**config.mk**
```make
export PLATFORM = sky130hd
export DESIGN_NAME = node_ni
export DESIGN_NICKNAME = d
export VERILOG_FILES = /design/src/rtl/node_ni.sv
export SDC_FILE = /design/constraint.sdc
export NUM_CORES = 1
export LEC_CHECK = 0
export BUFFER_PORTS_ARGS = -buffer_cell sky130_fd_sc_hd__buf_4
export CORE_ASPECT_RATIO = 0.7
export CORE_MARGIN = 8
export CORE_UTILIZATION = 55
export DETAILED_ROUTE_END_ITERATION = 8
export PLACE_DENSITY = 0.88
export SYNTH_ARGS = -nofsm -noshare
export SYNTH_HDL_FRONTEND = slang
export SYNTH_SLANG_ARGS = --single-unit
```
**constraint.sdc**
```tcl
create_clock -name clk -period 2.93 [get_ports clk]
set_input_delay 0.4395 -clock clk [delete_from_list [all_inputs] [get_ports clk]]
set_output_delay 0.4395 -clock clk [all_outputs]
set_load 0.01 [all_outputs]
```
**src/rtl/node_ni.sv**
```systemverilog
// Network interface between a processing element and its leaf router in the tree NoC.
// TX FSM: IDLE | no queued word ; PACK | settle PACKDELAY cycles ; SEND | packet offered to router
module node_ni #(
    parameter int NODE_ADDR  = 1,
    parameter int WIDTH_pack = 20,
    parameter int TX_DEPTH   = 4,
    parameter int RX_DEPTH   = 4,
    parameter int PACKDELAY  = 1
) (
    input  logic                  clk,
    input  logic                  rst_n,
    input  logic                  pe_tx_valid,
    output logic                  pe_tx_ready,
    input  logic [4:0]            pe_tx_dest,
    input  logic [1:0]            pe_tx_type,
    input  logic [7:0]            pe_tx_data,
    output logic                  net_out_valid,
    input  logic                  net_out_ready,
    output logic [WIDTH_pack-1:0] net_out_pack,
    input  logic                  net_in_valid,
    output logic                  net_in_ready,
    input  logic [WIDTH_pack-1:0] net_in_pack,
    output logic                  pe_rx_valid,
    input  logic                  pe_rx_ready,
    output logic [4:0]            pe_rx_src,
    output logic [1:0]            pe_rx_type,
    output logic [7:0]            pe_rx_data,
    output logic [7:0]            drop_count
);

    localparam int TX_AW = $clog2(TX_DEPTH);
    localparam int RX_AW = $clog2(RX_DEPTH);
    localparam int CW    = (PACKDELAY > 1) ? $clog2(PACKDELAY) : 1;
    localparam logic [4:0]    MY_ADDR   = 5'(NODE_ADDR);
    localparam logic [CW-1:0] PACK_LOAD = CW'(PACKDELAY - 1);

    typedef enum logic [1:0] {
        S_IDLE = 2'd0,
        S_PACK = 2'd1,
        S_SEND = 2'd2
    } tx_state_t;

    // ---------------- TX FIFO ----------------
    logic [14:0]     tx_mem [TX_DEPTH];
    logic [TX_AW:0]  tx_wr_ptr;
    logic [TX_AW:0]  tx_rd_ptr;
    logic [TX_AW:0]  tx_level;
    logic [14:0]     tx_head;
    logic            tx_full;
    logic            tx_empty;
    logic            tx_push;
    logic            tx_pop;
    logic            tx_drains;

    assign tx_level    = tx_wr_ptr - tx_rd_ptr;
    assign tx_empty    = (tx_wr_ptr == tx_rd_ptr);
    assign tx_full     = (tx_wr_ptr[TX_AW] != tx_rd_ptr[TX_AW]) &&
                         (tx_wr_ptr[TX_AW-1:0] == tx_rd_ptr[TX_AW-1:0]);
    assign pe_tx_ready = !tx_full;
    assign tx_push     = pe_tx_valid && pe_tx_ready;
    assign tx_head     = tx_mem[tx_rd_ptr[TX_AW-1:0]];
    // A push landing in the same cycle as the last pop keeps the FIFO non-empty.
    assign tx_drains   = (tx_level == {{TX_AW{1'b0}}, 1'b1}) && !tx_push;

    always_ff @(posedge clk) begin
        if (tx_push) begin
            tx_mem[tx_wr_ptr[TX_AW-1:0]] <= {pe_tx_type, pe_tx_dest, pe_tx_data};
        end
    end

    always_ff @(posedge clk or negedge rst_n) begin
        if (!rst_n) begin
            tx_wr_ptr <= '0;
            tx_rd_ptr <= '0;
        end else begin
            if (tx_push) begin
                tx_wr_ptr <= tx_wr_ptr + 1'b1;
            end
            if (tx_pop) begin
                tx_rd_ptr <= tx_rd_ptr + 1'b1;
            end
        end
    end

    // ---------------- TX FSM ----------------
    tx_state_t       state;
    tx_state_t       state_next;
    logic [CW-1:0]   pack_cnt;
    logic            pack_done;

    always_ff @(posedge clk or negedge rst_n) begin
        if (!rst_n) begin
            state <= S_IDLE;
        end else begin
            state <= state_next;
        end
    end

    always_comb begin
        state_next = state;
        case (state)
            S_IDLE: begin
                if (!tx_empty) begin
                    state_next = S_PACK;
                end
            end
            S_PACK: begin
                if (pack_done) begin
                    state_next = S_SEND;
                end
            end
            S_SEND: begin
                if (net_out_ready) begin
                    state_next = tx_drains ? S_IDLE : S_PACK;
                end
            end
            default: state_next = S_IDLE;
        endcase
    end

    always_comb begin
        net_out_valid = (state == S_SEND);
        pack_done     = (state == S_PACK) && (pack_cnt == '0);
        tx_pop        = (state == S_SEND) && net_out_ready;
    end

    // Down-counter reloads whenever outside PACK, so every PACK entry starts fresh.
    always_ff @(posedge clk or negedge rst_n) begin
        if (!rst_n) begin
            pack_cnt <= PACK_LOAD;
        end else if (state != S_PACK) begin
            pack_cnt <= PACK_LOAD;
        end else if (pack_cnt != '0) begin
            pack_cnt <= pack_cnt - 1'b1;
        end
    end

    always_ff @(posedge clk or negedge rst_n) begin
        if (!rst_n) begin
            net_out_pack <= '0;
        end else if (pack_done) begin
            net_out_pack <= {tx_head[14:13], tx_head[12:8], MY_ADDR, tx_head[7:0]};
        end
    end

    // ---------------- RX path ----------------
    logic [14:0]     rx_mem [RX_DEPTH];
    logic [RX_AW:0]  rx_wr_ptr;
    logic [RX_AW:0]  rx_rd_ptr;
    logic [14:0]     rx_head;
    logic            rx_full;
    logic            rx_empty;
    logic            rx_accept;
    logic            rx_match;
    logic            rx_push;
    logic            rx_pop;
    logic            rx_drop;

    assign rx_empty     = (rx_wr_ptr == rx_rd_ptr);
    assign rx_full      = (rx_wr_ptr[RX_AW] != rx_rd_ptr[RX_AW]) &&
                          (rx_wr_ptr[RX_AW-1:0] == rx_rd_ptr[RX_AW-1:0]);
    assign net_in_ready = !rx_full;
    assign rx_accept    = net_in_valid && net_in_ready;
    assign rx_match     = (net_in_pack[17:13] == MY_ADDR);
    assign rx_push      = rx_accept && rx_match;
    assign rx_drop      = rx_accept && !rx_match;
    assign pe_rx_valid  = !rx_empty;
    assign rx_pop       = pe_rx_valid && pe_rx_ready;

    assign rx_head      = rx_mem[rx_rd_ptr[RX_AW-1:0]];
    assign pe_rx_type   = rx_head[14:13];
    assign pe_rx_src    = rx_head[12:8];
    assign pe_rx_data   = rx_head[7:0];

    always_ff @(posedge clk) begin
        if (rx_push) begin
            rx_mem[rx_wr_ptr[RX_AW-1:0]] <= {net_in_pack[19:18], net_in_pack[12:8], net_in_pack[7:0]};
        end
    end

    always_ff @(posedge clk or negedge rst_n) begin
        if (!rst_n) begin
            rx_wr_ptr <= '0;
            rx_rd_ptr <= '0;
        end else begin
            if (rx_push) begin
                rx_wr_ptr <= rx_wr_ptr + 1'b1;
            end
            if (rx_pop) begin
                rx_rd_ptr <= rx_rd_ptr + 1'b1;
            end
        end
    end

    always_ff @(posedge clk or negedge rst_n) begin
        if (!rst_n) begin
            drop_count <= '0;
        end else if (rx_drop && (drop_count != 8'hFF)) begin
            drop_count <= drop_count + 1'b1;
        end
    end

endmodule
```
## Yosys cells after proc, flatten, opt, wreduce, memory -nomap -nowiden

Memories as Yosys holds them, arrays and structs flattened. A register that Yosys moved wholly into a read port is not among the register bits.
Cells that the tools add are included.

- Add/sub/neg operators: 7
- Equality and inequality tests: 15
- Mux-type cells: 11
- Bitwise gates (word level): 1
- Reductions and logical operators: 19

Operators by type and width:

| cell | count |
|---|---|
| $add A3 B1 Y3 const B | 4 |
| $logic_and A1 B1 Y1 | 11 |
| $add A8 B1 Y8 const B | 1 |
| $ne A8 B8 Y1 const B | 1 |
| $mux W1 | 7 |
| $eq A3 B3 Y1 | 2 |
| $logic_not A1 Y1 | 6 |
| $mux W2 | 3 |
| $pmux W2 S3 | 1 |
| $eq A5 B1 Y1 const B | 1 |
| $eq A2 B2 Y1 | 2 |
| $ne A2 B1 Y1 const B | 2 |
| $ne A2 B2 Y1 const B | 2 |
| $eq A3 B1 Y1 const B | 1 |
| $reduce_and A3 Y1 | 1 |
| $sub A3 B3 Y3 | 1 |
| $eq A2 B1 Y1 const B | 1 |
| $eq A2 B2 Y1 const B | 1 |
| $logic_not A2 Y1 | 1 |
| $ne A1 B1 Y1 | 2 |
| $not A1 Y1 | 1 |
| $sub A1 B1 Y1 const B | 1 |

- Flip-flop bits (word level): 39
- Memory bits (writable): 120
- Bits of input ports: 41
- Memories kept: 2

Memories:

| memory | words | width | read ports | clocked after Yosys merged registers in | wr ports | RTL line | RTL |
|---|---|---|---|---|---|---|---|
| rx_mem | 4 | 15 | 1 | 0 | 1 | 147 | `logic [14:0] rx_mem [RX_DEPTH];` |
| tx_mem | 4 | 15 | 1 | 1 | 1 | 44 | `logic [14:0] tx_mem [TX_DEPTH];` |

## Logic depth before layout (Yosys ltp)

Gate-level depths: netlist of run 1.

- Word-level depth: 9
- Gate-level depth with buffers: 7
- Gate-level depth less buffers: 6

## Least setup slack after synthesis of run 1

Ideal clock, no wire load.

- Path type: flip-flop to flip-flop
- Start: reg tx_rd_ptr[1]
- End: mem tx_mem[3][0] (enable)
- Setup time: 0.374 ns
- Data arrival time: 2.142 ns
- Path slack: 0.413 ns
- Cell stages (with the launch flop): 7
- Cells stage by stage: dfrtp_1 clkbuf_1 clkbuf_1 inv_1 ha_1 a31oi_2 and2_1

- Cells in the longest elaborated chain, start to end: 6

RTL lines:

| element | RTL line | RTL |
|---|---|---|
| start: declaration | 46 | `logic [TX_AW:0] tx_rd_ptr;` |
| start signal: assignment | 80 | `tx_rd_ptr <= tx_rd_ptr + 1'b1;` |
| $eq A2 B2 Y1 | 58 | `(tx_wr_ptr[TX_AW-1:0] == tx_rd_ptr[TX_AW-1:0]);` |
| $logic_and A1 B1 Y1 | 57 | `assign tx_full = (tx_wr_ptr[TX_AW] != tx_rd_ptr[TX_AW]) &&` |
| $logic_not A1 Y1 | 59 | `assign pe_tx_ready = !tx_full;` |
| $logic_and A1 B1 Y1 | 60 | `assign tx_push = pe_tx_valid && pe_tx_ready;` |
| $mux W1 | 66 | `if (tx_push) begin` |
| $mux W1 (not written as such) | 67 | `tx_mem[tx_wr_ptr[TX_AW-1:0]] <= {pe_tx_type, pe_tx_dest, pe_tx_data};` |
| end: declaration | 44 |  |

Every way passes these cells.

## Final worst setup path of run 1

- Start: reg rx_rd_ptr[0]
- End: out pe_rx_data[2]

- Cells in the longest elaborated chain, start to end: 1

RTL lines:

| element | RTL line | RTL |
|---|---|---|
| start: declaration | 149 | `logic [RX_AW:0] rx_rd_ptr;` |
| start signal: assignment | 190 | `rx_rd_ptr <= rx_rd_ptr + 1'b1;` |
| $mem_v2 Z4 W15 | n/a |  |
| end: declaration | 27 | `output logic [7:0] pe_rx_data,` |

Every way passes these cells.

==> results of run 1 <==
[worst max-delay path: stages, from the launching register on]
cell and delay (ns):
dfrtp_1 0.39, buf_4 0.32, mux4_1 0.62, buf_4 0.17
[state kept, by name, summed over array words and instances, names as in the netlist]
name and cells:
tx_mem 60, net_out_pack 16, state 2, rx_wr_ptr 3, drop_count 8, tx_rd_ptr 3, rx_mem 60, tx_wr_ptr 3
rx_rd_ptr 3
[synth_stat cells, types with 2 or more instances]
library cell  instances
inv_1                 9
mux2_2               21
clkbuf_1              3
dfrtp_1              38
xnor2_2               2
mux4_2               24
nand4_1               2
buf_2                 3
edfxtp_1            120
ha_1                 13
xnor2_1               6
nor3_1                4
nand3_1               6
xor2_1                9
buf_4                 6
and2_1                7
nand2_1               6
o21ai_0               3
mux4_1                6
nand3b_1              2
nor4_1                3
nor2b_1               2
[cell families after synthesis]
kind of cell	share of synthesized area, %
AOI/OAI and AO/OA	1.17
xor gates and xnor gates	2.60
adders and majority gates	2.90
buffers and inverters	1.91
DFF	72.3
muxes	15.0
other	0.0596
and+or+nand+nor	4.01
[final timing paths]
path | endpoint | cells after the start | slack (ns)
max | pe_rx_data[2] | 3 | 0.58
min | net_out_pack[8] | 1 | -0.007
max reg2reg | tx_mem[3][1] | 5 | 0.94
min reg2reg | net_out_pack[8] | 1 | 0.48
max in group asynchronous | drop_count[6] | 1 | 2.57
min in group clk | rx_mem[3][3] | 1 | 0.23
[per-stage QoR]
step / power [mW] / cells / hold slack [ns] / area (sq um) / setup WS, ns
after floorplan: 4.77 / 317 / 0.144 / 6310 / 0.413
after global placement: 5.60 / 552 / 0.440 / 7130 / 0.868
after detailed placement: 5.72 / 552 / 0.450 / 7130 / 0.818
after CTS: 7.75 / 584 / 0.00340 / 7680 / 0.541
after global routing: 8.04 / 584 / 0.0244 / 7680 / 0.477
final: 7.64 / 584 / -0.00741 / 7680 / 0.582
[routing by layer]
metal	up-vias	routed length, um	part of all wire [%]
met2	78	5790	51
met1	1652	4860	42
met5	-	0	0
li1	1444	-	-
met4	0	129	1.1
met3	13	668	5.8
[power by group through the flow]
stage	sequential, mW	clock, mW	combinational [mW]
floorplan	3.20	0	1.57
global placement	3.17	0	2.44
detailed placement	3.20	0	2.52
CTS	3.16	2.05	2.54
global route	3.21	2.13	2.69
finish	3.16	2.00	2.49
[final cells by class]
cell class | instances | area (sq um)
inverter | 9 | 33.8
clock inverter | 8 | 58.8
timing repair buffer | 96 | 721
tap | 153 | 191
sequential | 158 | 4550
multi-input combinational | 136 | 1630
fill | 710 | 3410
clock buffer | 24 | 492
==> results.cfg, run 1 <==
[status]
status = complete, but fails checks
violations = hold timing

[cells_and_area]
layout_commonest_cell = edfxtp_1
antenna-diode-count = 0
syn_to_final_growth_pct = 22.0
finalCoreUtilization_pct = 69.3
layout-drive-gt1-share_pct = 41.5
layout.cells.most_common_list = 120 x edfxtp_1, 96 x buf_4, 38 x dfrtp_1
layout.nets = 473

[clock_network]
holdBufCountCts = 0
total_setup_buffers_inserted_after_cts = 0
clock_transition_time_at_the_flip_flop_clock_pins_of_the_worst_setup_and_hold_paths_ns = 0.06
ctsRootBufferMaster = clkbuf_16
cts_num_sinks = 158
h-tree-depth = 4
tritoncts_clock_tree = built
post_cts_resized = 0
clockBufferDepth = 2
cts_buffers = 17
clock_latency_ns = 0.41

[yosys]
syn_inst = 314
count_of_flip_flops_with_a_built_in_enable_after_synthesis = 120
synthesis.area_sq_mm = 0.00630
ys_ff_latch = 158
synth_top_cells_by_area = edfxtp_1 57%, dfrtp_1 15%, mux4_2 8.6%
netlist-cell-type-count = 41
yosys.area.top_type_share_pct = 57.2
postSynth.topFlopCell = edfxtp_1
postSynth.asyncResetShare_pct = 24.1
yosys_warnings = 0
syn_area_per_cell_sq_um = 20.1
seq_area_frac_synth_pct = 72.3
synth_area_leader_cell = edfxtp_1

[global_route]
gr-max-usage-layer = met2
via_count_of_the_first_global_routing_pass = 3353
grt_pass1_wl_um = 18200
grt_start_max_net_pins = 39
grt_use_total_pct = 15.9
gr-usage-met3_pct = 5.00
globalRoute.totalOverflow = 0
global_route.usage.met1_pct = 20.1
grt.met2_usage_pct = 25.5
grt_antenna_before_repair = 0

[floorplanning]
fp.dieH_um = 106
ios = 88
floorplan.rows = 32
floorplan.die.width_um = 144
core_area_sq_mm = 0.0111
start_util_pct = 56.8
die_area_sq_mm = 0.0152

[worst_setup_path]
crit_path_max_fanout = 17
worstPathArrival_ns = 1.91
critPathLaunchType = register
timing.critical_path.required_ns = 2.49
regToRegStartpoint = tx_wr_ptr[0]
endpoint_kind = output pin
crit_type = reg2out
startpoint = rx_rd_ptr[0]

[timing]
timing.setup.tns_ns = 0
rsz_0062_raised_after_global_routing = no
drv_slew = 0
final_critical_path_share_of_the_clock_period_pct = 80.1
timing.final.setup_violations = 0
achievable-frequency_mhz = 426
timing.max_slew.rel_slack_pct = 47.5
worst-slew-pin-transition_ns = 0.786
hold_viol = 4
fin_hold_ws_ns = -0.00741
final_period_minus_worst_setup_slack_ns = 2.35
fin_skew_ns = 0.00915

[run]
max_cap_viol_count = 0

[power_and_ir_drop]
p_comb_share_pct = 32.5
vdd_drop_max_v = 0.000589
internal_power_mw = 5.37
switching_share_pct = 29.7
leakagePower_nw = 2.91
power.sequential.fraction_pct = 41.3
cellPowerDensity_mw_per_mm2 = 994
power.clock.fraction_pct = 26.2
power.switching_mw = 2.27

[routing]
drc_markers = 0
postRouteWirelength_um = 11500
firstDrtPassIters = 6
vias = 3187
avgRoutedWirePerCell_um = 19.6
detailedRoute.firstIterationViolations = 209
ant_nets = 0
route.detailed.vias_per_inst = 5.46

[placement]
gp_congestion = 0.821
numPortBuffers = 83
post_detail_place_hpwl_um = 7760

[min_path]
worst_hold_path_type = in2async
Note: power is estimated with default switching activity, not from simulation.
==> inputs of run 2 (changes only) <==
==> constraint.sdc (replaced) <==
create_clock -name clk -period 2.3 [get_ports clk]
set_input_delay 0.345 -clock clk [delete_from_list [all_inputs] [get_ports clk]]
set_output_delay 0.345 -clock clk [all_outputs]
set_load 0.01 [all_outputs]
==> results.cfg, run 2 (same netlist as run 1, synthesis figures left out) <==
[timing]
timing.setup.tns_ns = 0
timing.final.ws_setup_ns = 0.115
timing.max_slew.rel_slack_pct = 64.2
worst-slew-pin-transition_ns = 0.537
fin_hold_ws_ns = 0.133
drv_slew = 0
rsz_0062_raised_after_global_routing = no
fin_skew_ns = 0.00871
final_period_minus_worst_setup_slack_ns = 2.18
timing.final.setup_violations = 0
final_critical_path_share_of_the_clock_period_pct = 95.0
hold_viol = 0
achievable-frequency_mhz = 458

[routing]
avgRoutedWirePerCell_um = 20.7
detailedRoute.firstIterationViolations = 258
drc_markers = 0
ant_nets = 0
route.detailed.vias_per_inst = 5.54
postRouteWirelength_um = 12100
vias = 3234
firstDrtPassIters = 7

[cells_and_area]
layout.nets = 473
finalCoreUtilization_pct = 70.4
layout-drive-gt1-share_pct = 42.9
instances_no_fill = 584
layout.cells.most_common_list = 120 x edfxtp_1, 93 x buf_4, 38 x dfrtp_1
syn_to_final_growth_pct = 24.1
final.fill_count = 672
layout_commonest_cell = edfxtp_1
stdcell_area_sq_mm = 0.00781
antenna-diode-count = 0

[global_route]
grt_pass1_wl_um = 19000
via_count_of_the_first_global_routing_pass = 3466
grt_start_max_net_pins = 39
grt_use_total_pct = 16.9
grt_antenna_before_repair = 0
globalRoute.totalOverflow = 0

[floorplanning]
fp.dieH_um = 106
core_area_sq_mm = 0.0111
start_util_pct = 56.8
floorplan.rows = 32
die_area_sq_mm = 0.0152
floorplan.die.width_um = 144
ios = 88

[worst_setup_path]
worst_path_max_delay_cell = mux4_1
worstPathArrival_ns = 1.84
worst_path_dominant_cell_family = multiplexers
endpoint_kind = output pin
critical_path.max_stage_delay_ns = 0.60
critical-path-top-cell-by-count = buf_4
crit_type = reg2out
crit_buf_inv = 2
critPathLaunchType = register
timing.critical_path.required_ns = 1.96
worstPathCellList = buf_4 -> mux4_1 -> buf_4
crit_path_max_fanout = 9

[clock_network]
clockBufferDepth = 2
tritoncts_clock_tree = built
cts_buffers = 17
clock_latency_ns = 0.41
ctsRootBufferMaster = clkbuf_16
clock_transition_time_at_the_flip_flop_clock_pins_of_the_worst_setup_and_hold_paths_ns = 0.07
holdBufCountCts = 1
post_cts_resized = 0
h-tree-depth = 4
total_setup_buffers_inserted_after_cts = 0
cts_num_sinks = 158

[placement]
dp_slack_ns = 0.298
post_detail_place_hpwl_um = 7860
dp.cells = 551
placedInstanceArea_sq_mm = 0.00716
gp_congestion = 0.849
numPortBuffers = 83

[status]
status = finished clean

[power_and_ir_drop]
p_total_mw = 10.3
vdd_drop_max_v = 0.000730
leakagePower_nw = 2.97
cellPowerDensity_mw_per_mm2 = 1320

[run]
max_cap_viol_count = 0

[min_path]
worst_hold_path_type = in2reg
==> run 2: path summary, 6_finish.rpt <==
kind	start	endpoint	slack (ns)	cells past startpoint
min reg2reg	state[0]	state[0]	0.45	1
max	rx_rd_ptr[0]	pe_rx_data[2]	0.12	3
max in group asynchronous	rst_n	tx_rd_ptr[2]	1.45	2
max reg2reg	tx_wr_ptr[0]	tx_mem[0][7]	0.33	4
min in group asynchronous	rst_n	drop_count[1]	0.47	2
min	net_in_pack[5]	rx_mem[2][5]	0.13	1
==> run 2: layout make-up <==
type / instances / area, sq um / area share (%)
Timing Repair Buffer: 96 / 748 / 9.58
Inverter: 9 / 33.8 / 0.432
Sequential cell: 158 / 4550 / 58.3
Clock inverter: 15 / 220 / 2.82
Tap cell: 153 / 191 / 2.45
Clock buffer: 17 / 425 / 5.45
Multi-Input combinational cell: 136 / 1640 / 21.0
==> run 2: power by group <==
group	internal [mW]	switching [mW]	leakage, nW
Combinational	1.68	1.58	1.12
Sequential	3.68	0.341	1.54
Clock	1.86	1.17	0.319
Total	7.23	3.09	2.97
==> run 2: routing by layer <==
metal | vias to the layer above | GRT usage [%] | part of all wire (%)
li1 | 1437 | - | -
met1 | 1681 | 21.0 | 40
met2 | 104 | 27.7 | 51
met3 | 12 | 5.36 | 7.5
met4 | 0 | 5.31 | 0.95
met5 | - | 0 | 0
==> inputs of run 3 (changes only) <==
--- a/config.mk
+++ b/config.mk
@@ -5,6 +5,7 @@
 export SDC_FILE = /design/constraint.sdc
 export NUM_CORES = 1
 export LEC_CHECK = 0
+export ABC_AREA = 1
 export BUFFER_PORTS_ARGS = -buffer_cell sky130_fd_sc_hd__buf_4
 export CORE_ASPECT_RATIO = 0.7
 export CORE_MARGIN = 8
==> results.cfg, run 3 <==
[status]
status = finished clean

[timing]
worst-slew-pin-transition_ns = 0.823
fin_hold_ws_ns = 0.125
drv_slew = 0
achievable-frequency_mhz = 478
final_critical_path_share_of_the_clock_period_pct = 91.0
timing.setup.tns_ns = 0
final_period_minus_worst_setup_slack_ns = 2.09
rsz_0062_raised_after_global_routing = no
timing.final.setup_violations = 0
hold_viol = 0
timing.max_slew.rel_slack_pct = 45.1
fin_skew_ns = 0.0115

[power_and_ir_drop]
power.switching_mw = 3.68
vdd_drop_max_v = 0.000794
power.sequential.fraction_pct = 38.6
power.clock.fraction_pct = 27.1
switching_share_pct = 35.8
internal_power_mw = 6.60
leakagePower_nw = 3.09
p_comb_share_pct = 34.3
cellPowerDensity_mw_per_mm2 = 1310
p_total_mw = 10.3

[worst_setup_path]
crit_path_max_fanout = 16
worst_path_max_delay_cell = dfrtp_1
critical_path.max_stage_delay_ns = 0.43
reg2regPathDepth = 8
crit_type = reg2out
worstPathCellList = inv_1 -> o21ai_0 -> o22ai_1 -> buf_4
timing.critical_path.required_ns = 1.96
endpoint_kind = output pin
regToRegStartpoint = tx_wr_ptr[0]
startpoint = rx_rd_ptr[1]
worstPathArrival_ns = 1.75
critPathLaunchType = register

[yosys]
yosysMostFrequentCell = nor2_1
postSynth.asyncResetShare_pct = 24.1
synth.top_cells.by_count = 124 x nor2_1, 120 x edfxtp_1, 64 x o21ai_0
syn_area_per_cell_sq_um = 12.1
postSynth.topFlopCell = edfxtp_1
syn_inst = 530
seq_area_frac_synth_pct = 71.2
synth_area_leader_cell = edfxtp_1
yosys.area.top_type_share_pct = 56.4
synthesis.area_sq_mm = 0.00639
netlist-cell-type-count = 27
yosys_warnings = 0
ys_ff_latch = 158
count_of_flip_flops_with_a_built_in_enable_after_synthesis = 120
synth_top_cells_by_area = edfxtp_1 56%, dfrtp_1 15%, nor2_1 7.3%

[cells_and_area]
antenna-diode-count = 0
syn_to_final_growth_pct = 22.7
layout.nets = 683
layout_commonest_cell = nor2_1
layout.cells.most_common_list = 122 x nor2_1, 120 x edfxtp_1, 99 x buf_4
layout-drive-gt1-share_pct = 21.8

[routing]
avgRoutedWirePerCell_um = 17.1
ant_nets = 0
vias = 4321
firstDrtPassIters = 5
drc_markers = 0
route.detailed.vias_per_inst = 5.41
detailedRoute.firstIterationViolations = 308
postRouteWirelength_um = 13700

[floorplanning]
fp.dieH_um = 106
die_area_sq_mm = 0.0154
floorplan.rows = 33
start_util_pct = 55.5
floorplan.die.width_um = 145
ios = 88
core_area_sq_mm = 0.0115

[min_path]
worst_hold_path_type = in2reg
min_path_cells = 1
hp-start = pe_tx_type[1]

[placement]
numPortBuffers = 83
gp_congestion = 0.851
post_detail_place_hpwl_um = 9150

[clock_network]
post_cts_resized = 0
ctsRootBufferMaster = clkbuf_16
holdBufCountCts = 1
clockBufferDepth = 2
total_setup_buffers_inserted_after_cts = 0
h-tree-depth = 4
clock_transition_time_at_the_flip_flop_clock_pins_of_the_worst_setup_and_hold_paths_ns = 0.07
cts_num_sinks = 158
clock_latency_ns = 0.42
tritoncts_clock_tree = built
cts_buffers = 17

[global_route]
grt_antenna_before_repair = 0
grt_use_total_pct = 18.4
grt_start_max_net_pins = 39
grt_pass1_wl_um = 22000
via_count_of_the_first_global_routing_pass = 4438
globalRoute.totalOverflow = 0

[run]
max_cap_viol_count = 0
[run 3: changes by cell type after synthesis, sizes merged, moves of 3 or more]
cell | before | now
o22ai | 0 | 15
mux2 | 21 | 0
nor2 | 2 | 126
o21ai | 3 | 64
nor3 | 6 | 3
nor4 | 3 | 0
a21oi | 1 | 4
mux4 | 30 | 0
inv | 9 | 28
clkbuf | 3 | 15
nand2 | 6 | 51
a31oi | 1 | 15
and2 | 7 | 0
[run 3: per-layer routing]
layer / GRT usage, % / share of wire, % / vias to the layer above
met4: 7.62 / 2.2 / 0
met2: 29.0 / 48 / 191
met3: 4.97 / 8.0 / 31
met1: 23.9 / 42 / 2077
li1: - / - / 2022
met5: 0 / 0 / -
[run 3: power by group through the flow]
stage | clock (mW) | combinational [mW] | sequential [mW]
floorplan | 0 | 2.06 | 4.05
global placement | 0 | 3.36 | 3.99
detailed placement | 0 | 3.52 | 4.02
CTS | 2.83 | 3.56 | 3.96
global route | 2.95 | 3.92 | 4.02
finish | 2.79 | 3.52 | 3.97
[run 3: final cells by class]
| class | instances | area (sq um) |
|---|---|---|
| Sequential cell | 158 | 4550 |
| Clock inverter | 15 | 174 |
| Fill cell | 807 | 3680 |
| Inverter | 29 | 109 |
| Multi-Input combinational cell | 322 | 1630 |
| Clock buffer | 17 | 425 |
| Timing Repair Buffer | 100 | 753 |
| Tap cell | 157 | 196 |
[run 3: worst max-delay path: cells and delay by family, from the launching register on]
family,cells,cell delay (ns)
flops,1,0.43
compound gates,2,0.39
buf+inv,2,0.52
[run 3: cell families (layout without fill, tap and decap cells)]
logic type                 count (synthesis)  count (layout)  share of synthesized area, %
adders and majority gates                 14              14                          2.86
AOI/OAI and AO/OA                         98              98                          8.26
other                                      1               4                        0.0587
and+or+nand+nor                          190             190                          11.9
DFF                                      158             158                          71.2
buffers and inverters                     53             161                          3.52
xor gates and xnor gates                  16              16                          2.19
[run 3: path summary, 6_finish.rpt]
path / end / slack [ns]
max in group asynchronous: drop_count[3] / 1.48
hold reg to reg: net_out_pack[8] / 0.48
min in group asynchronous: net_out_pack[13] / 0.45
setup / recovery: pe_rx_data[7] / 0.21
setup reg to reg: tx_mem[1][10] / 0.41
hold / removal: tx_mem[3][14] / 0.13
[run 3: metrics by stage]
| stage | std cells | utilization [%] | cell area, sq um | setup WS, ns |
|---|---|---|---|---|
| 5_1_grt | 798 | 68.1 | 7840 | 0.0216 |
| 6_report | 798 | 68.1 | 7840 | 0.207 |
| 2_1_floorplan | 533 | - | 6410 | -0.239 |
| 3_3_place_gp | 765 | 62.8 | 7230 | 0.529 |
| 4_1_cts | 798 | 68.1 | 7840 | 0.199 |
| 3_5_place_dp | 765 | 62.8 | 7230 | 0.445 |
